==> src/rtl/cpu_seq_pkg.sv <==
// Shared types for the accumulator CPU sequencer: state encoding and opcodes.
package cpu_seq_pkg;

  typedef enum logic [2:0] {
    ST_RST,
    ST_FETCH,
    ST_DECODE,
    ST_EX_LDA,
    ST_EX_STA,
    ST_EX_ADD,
    ST_EX_JMP,
    ST_ERROR
  } state_e;

  localparam logic [1:0] OP_LDA = 2'b00;
  localparam logic [1:0] OP_STA = 2'b01;
  localparam logic [1:0] OP_ADD = 2'b10;
  localparam logic [1:0] OP_JMP = 2'b11;

endpackage

==> src/rtl/mem_wait_timer.sv <==
// Counts wait-state cycles of one memory access and flags when the
// tolerated number of extra cycles has been used up.
module mem_wait_timer #(
  parameter int unsigned TIMEOUT = 15
) (
  input  logic clk,
  input  logic reset,
  input  logic i_clear,
  input  logic i_count_en,
  output logic o_expired
);

  localparam int unsigned CW = $clog2(TIMEOUT + 1);

  logic [CW-1:0] r_wait_cnt;

  // Saturates at TIMEOUT; the sequencer traps before it could count further.
  always_ff @(posedge clk or posedge reset) begin
    if (reset) begin
      r_wait_cnt <= '0;
    end else if (i_clear) begin
      r_wait_cnt <= '0;
    end else if (i_count_en && !o_expired) begin
      r_wait_cnt <= r_wait_cnt + CW'(1);
    end
  end

  assign o_expired = (r_wait_cnt == CW'(TIMEOUT));

endmodule

==> src/rtl/cpu_sequencer.sv <==
// Fetch/decode/execute controller for the 8-bit accumulator datapath,
// including the memory handshake with a wait-state timeout trap.
module cpu_sequencer
  import cpu_seq_pkg::*;
#(
  parameter int unsigned TIMEOUT = 15
) (
  input  logic       clk,
  input  logic       reset,
  input  logic [1:0] op_code,
  input  logic       mem_ready,
  input  logic       halt,
  output logic       ir_on_adr,
  output logic       pc_on_adr,
  output logic       dbus_on_data,
  output logic       data_on_dbus,
  output logic       alu_on_dbus,
  output logic       ld_ir,
  output logic       ld_ac,
  output logic       ld_pc,
  output logic       inc_pc,
  output logic       clr_pc,
  output logic       pass,
  output logic       add,
  output logic       rd,
  output logic       wr,
  output logic       instr_done,
  output logic       halted,
  output logic       err
);

  state_e r_state;
  state_e w_next;
  logic   w_mem_access;
  logic   w_stall;
  logic   w_expired;

  // A cycle is a stall when a memory access is in flight and not yet acknowledged.
  assign w_mem_access = ((r_state == ST_FETCH) && !halt) ||
                        (r_state == ST_EX_LDA) || (r_state == ST_EX_STA);
  assign w_stall      = w_mem_access && !mem_ready;

  mem_wait_timer #(
    .TIMEOUT (TIMEOUT)
  ) u_wait_timer (
    .clk        (clk),
    .reset      (reset),
    .i_clear    (!w_stall),
    .i_count_en (w_stall),
    .o_expired  (w_expired)
  );

  always_ff @(posedge clk or posedge reset) begin
    if (reset) begin
      r_state <= ST_RST;
    end else begin
      r_state <= w_next;
    end
  end

  // Controls are decoded from state so an async reset drops strobes at once.
  always_comb begin
    w_next       = r_state;
    ir_on_adr    = 1'b0;
    pc_on_adr    = 1'b0;
    dbus_on_data = 1'b0;
    data_on_dbus = 1'b0;
    alu_on_dbus  = 1'b0;
    ld_ir        = 1'b0;
    ld_ac        = 1'b0;
    ld_pc        = 1'b0;
    inc_pc       = 1'b0;
    clr_pc       = 1'b0;
    pass         = 1'b0;
    add          = 1'b0;
    rd           = 1'b0;
    wr           = 1'b0;
    instr_done   = 1'b0;
    halted       = 1'b0;
    err          = 1'b0;

    case (r_state)
      ST_RST: begin
        clr_pc = 1'b1;
        w_next = ST_FETCH;
      end
      ST_FETCH: begin
        if (halt) begin
          halted = 1'b1;
        end else begin
          pc_on_adr    = 1'b1;
          rd           = 1'b1;
          data_on_dbus = 1'b1;
          if (mem_ready) begin
            ld_ir  = 1'b1;
            inc_pc = 1'b1;
            w_next = ST_DECODE;
          end else if (w_expired) begin
            w_next = ST_ERROR;
          end
        end
      end
      ST_DECODE: begin
        case (op_code)
          OP_LDA:  w_next = ST_EX_LDA;
          OP_STA:  w_next = ST_EX_STA;
          OP_ADD:  w_next = ST_EX_ADD;
          OP_JMP:  w_next = ST_EX_JMP;
          default: w_next = ST_RST;
        endcase
      end
      ST_EX_LDA: begin
        ir_on_adr    = 1'b1;
        rd           = 1'b1;
        data_on_dbus = 1'b1;
        if (mem_ready) begin
          ld_ac      = 1'b1;
          instr_done = 1'b1;
          w_next     = ST_FETCH;
        end else if (w_expired) begin
          w_next = ST_ERROR;
        end
      end
      ST_EX_STA: begin
        ir_on_adr    = 1'b1;
        pass         = 1'b1;
        alu_on_dbus  = 1'b1;
        dbus_on_data = 1'b1;
        wr           = 1'b1;
        if (mem_ready) begin
          instr_done = 1'b1;
          w_next     = ST_FETCH;
        end else if (w_expired) begin
          w_next = ST_ERROR;
        end
      end
      ST_EX_ADD: begin
        add         = 1'b1;
        alu_on_dbus = 1'b1;
        ld_ac       = 1'b1;
        instr_done  = 1'b1;
        w_next      = ST_FETCH;
      end
      ST_EX_JMP: begin
        ld_pc      = 1'b1;
        instr_done = 1'b1;
        w_next     = ST_FETCH;
      end
      ST_ERROR: begin
        err = 1'b1;
      end
      default: begin
        w_next = ST_RST;
      end
    endcase
  end

endmodule

==> config.mk <==
export PLATFORM = sky130hd
export DESIGN_NAME = cpu_sequencer
export DESIGN_NICKNAME = d
export VERILOG_FILES = /design/src/rtl/cpu_seq_pkg.sv /design/src/rtl/mem_wait_timer.sv /design/src/rtl/cpu_sequencer.sv
export SDC_FILE = /design/constraint.sdc
export NUM_CORES = 1
export LEC_CHECK = 0
export BUFFER_PORTS_ARGS = -buffer_cell sky130_fd_sc_hd__buf_2
export CORE_AREA = 4 4 41 43
export CTS_CLUSTER_DIAMETER = 60
export DETAILED_ROUTE_END_ITERATION = 10
export DIE_AREA = 0 0 45 47
export PLACE_DENSITY = 0.76
export SLEW_MARGIN = 20
export SYNTH_ARGS = -nofsm -noshare
export SYNTH_HDL_FRONTEND = slang
export SYNTH_SLANG_ARGS = --single-unit
export TNS_END_PERCENT = 30
==> constraint.sdc <==
create_clock -name clk -period 2.2 [get_ports clk]
set_input_delay 0.55 -clock clk [delete_from_list [all_inputs] [get_ports clk]]
set_output_delay 0.55 -clock clk [all_outputs]
set_load 0.01 [all_outputs]
==> impl_metrics.csv <==
group,metric,value,unit
finish,syn_to_final_growth,18.3,%
clock_network,worstSkewPairLatency,0.25,ns
critical_path,r2r_end,"u_wait_timer.r_wait_cnt[2]",
finish,layout-drive-gt1-share,35.1,%
pwr,p_seq_share,23.6,%
timing,slew_headroom,76.8,%
clock_network,cts.htree.levels,1,
pwr,p_switching,454,µW
logic_synthesis,syn_inst,75,
routing,antenna_left,0,
run,cap_violations,0,
timing,fin_worst_skew,0.00358,ns
critical_path,slowest_delay,0.50,ns
critical_path,crit_path_start,"r_state[2]",
finish,final_cell_mix,"buf_2, nor2_1, dfrtp_1",
critical_path,path_cells,"nand2b_2 > nor3b_4 > buf_2",
critical_path,cp-start-kind,"flop",
routing,drt-pass1-iter-count,4,
clock_network,holdBufCountCts,0,
floorplan,boundaryPins,23,
finish,antenna_cells,0,
pwr,p_total,957,µW
logic_synthesis,ys_seq_area_share,28.5,%
global_routing,antenna_found_initial,0,
timing,hold_viol_final,0,
pwr,p_leak,0.389,nW
clock_network,cts_setup_buffers,0,
place,portBuffers,22,
critical_path,cp.buffers_inverters,1,
critical_path,r2r-start,"r_state[2]",
critical_path,worstSetupPathType,"flop to output port",
timing,finalCriticalPeriod,2.08,ns
logic_synthesis,netlist_area,616,µm²
timing,finalSetupViolations,0,
routing,routed_via_density,5.14,
logic_synthesis,ys_types,33,
critical_path,crit_fanout,13,
clock_network,cts_made_buffers,3,
pwr,netSwitchingFraction,47.4,%
clock_network,cts_tree,"done",
pwr,internal_power,503,µW
critical_path,cp_slowest_cell,"dfrtp_1",
floorplan,die_area,2120,µm²
worst_hold_path,hold_class,"input pin to asynchronous set/reset pin",
pwr,pwr-share-comb,64.4,%
critical_path,worstSetupEndpoint,"halted",
global_routing,grt_max_degree,14,
floorplan,die_w,45,µm
clock_network,clk_path_buf_depth,2,
routing,avgRoutedWirePerCell,11.7,µm
critical_path,rrSetupSlack,0.77,ns
logic_synthesis,postSynthAreaPerCell,8.21,µm²
logic_synthesis,synth_fp_nets,84,
outcome,status,"finished clean",
timing,finalCritPeriodShare,94.4,%
clock_network,cts.reportedPaths.clkPinSlew,0.05,ns
global_routing,grt_remaining_overflow,0,
routing,drt-total-wl,1280,µm
logic_synthesis,ys_ff_latch,7,
routing,num_vias,560,
floorplan,initial_core_util,47.3,%
timing,hold_ws,0.216,ns
critical_path,end_kind,"output port",
global_routing,grt_pass1_wl,2060,µm
timing,report.final.slew_viol_count,0,
logic_synthesis,yosysWarnings,0,
pwr,clock_power_share,12.0,%
timing,worst_pin_slew,0.348,ns
floorplan,placementRows,13,
global_routing,grt_usage,13.0,%
floorplan,coreArea,1300,µm²
routing,drt_iter0_drc,9,
global_routing,grt_pass1_vias,476,
critical_path,required,1.65,ns
timing,rsz0062_at_grt,"false",
clock_network,clock_sinks,7,
critical_path,crit_arrival,1.53,ns
critical_path,cp_top_family,"simple AND/OR/NAND/NOR gates",
finish,final_common_cell,"buf_2",
finish,nets,104,
timing,fin_tns_setup,0,ns
timing,fmax,481,MHz
floorplan,die_h,47,µm
routing,drc,0,
pwr,power.density,1310,nW/µm²
critical_path,cp_num_cells,3,
pwr,peakVddDrop,0.586,mV
place,hpwl,1030,µm
place,gp_congestion,0.823,
critical_path,r2r_cells,4,
clock_network,clock-root-buffer,"clkbuf_4",
clock_network,post_cts_resized,0,
finish,fill_cells,133,
[kinds of logic after synthesis]
group	count (synthesis)	synth area share, %
DFF	7	28.5
adders and majority gates	3	6.10
buffers and inverters	16	14.4
AOI/OAI and AO/OA	15	16.5
and+or+nand+nor	31	28.9
xor gates and xnor gates	2	4.07
muxes	1	1.63
[routing by layer]
layer / vias to the layer above / GRT usage [%] / part of all wire [%]
met1: 244 / 17.5 / 45
met3: 2 / 1.92 / 7.6
met5: - / 0 / 0
met4: 0 / 5.26 / 1.5
met2: 16 / 20.9 / 45
li1: 298 / - / -
[cell type report]
cell class	count	area, µm²	share of cell area [%]
clock buffer	4	26.3	3.61
sequential	7	175	24.1
inverter	7	28.8	3.95
multi-input combinational	52	354	48.6
timing repair buffer	24	125	17.2
tap	15	18.8	2.58
[power groups by stage]
stage / clock network [mW] / logic [mW] / registers [mW]
after floorplan: 0 / 0.502 / 0.198
after global placement: 0 / 0.604 / 0.224
after detailed placement: 0 / 0.617 / 0.226
after CTS: 0.117 / 0.620 / 0.223
after global routing: 0.127 / 0.679 / 0.235
final: 0.115 / 0.617 / 0.226
[worst min path at each step]
stage	start	to	cells past startpoint
floorplan	reset	r_state[0]	1
global placement	reset	u_wait_timer.r_wait_cnt[0]	2
detailed placement	reset	u_wait_timer.r_wait_cnt[0]	2
CTS	reset	u_wait_timer.r_wait_cnt[0]	2
global route	reset	r_state[1]	2
finish	reset	r_state[2]	2
[synthesized netlist by cell type, drive strengths merged]
cell | n | share of area (%)
o22ai | 3 | 3.0
a31oi | 2 | 2.0
xor2 | 1 | 1.4
o21bai | 1 | 1.2
clkbuf | 1 | 0.61
nand2 | 2 | 1.2
and3 | 4 | 4.1
nor3b | 2 | 4.3
dfrtp | 7 | 28
nor4b | 1 | 1.4
nor4 | 1 | 1.0
mux2i | 1 | 1.6
o21ai | 2 | 1.6
a211oi | 1 | 1.2
buf | 8 | 9.1
nand4 | 1 | 1.0
inv | 7 | 4.7
o32ai | 1 | 2.6
ha | 3 | 6.1
o31a | 1 | 1.4
nor3 | 6 | 4.9
nand3b | 1 | 1.2
nor2 | 9 | 5.5
nand2b | 3 | 3.5
nand3 | 1 | 0.81
xnor2 | 1 | 2.6
a21oi | 4 | 3.3
[sequential cells by signal, indices dropped and copies added, names as in the netlist]
register / cells
u_wait_timer.r_wait_cnt: 4
r_state: 3
[metrics by stage]
step / setup WS [ns] / std cells / utilization (%) / instance area [µm²]
final: 0.123 / 109 / 56.0 / 728
after global routing: 0.0495 / 109 / 56.0 / 728
after CTS: 0.129 / 109 / 55.8 / 726
after detailed placement: 0.358 / 105 / 53.8 / 699
after global placement: 0.414 / 105 / 53.8 / 699
after floorplan: 0.340 / 75 / - / 616
(Power assumes the default switching activity.)
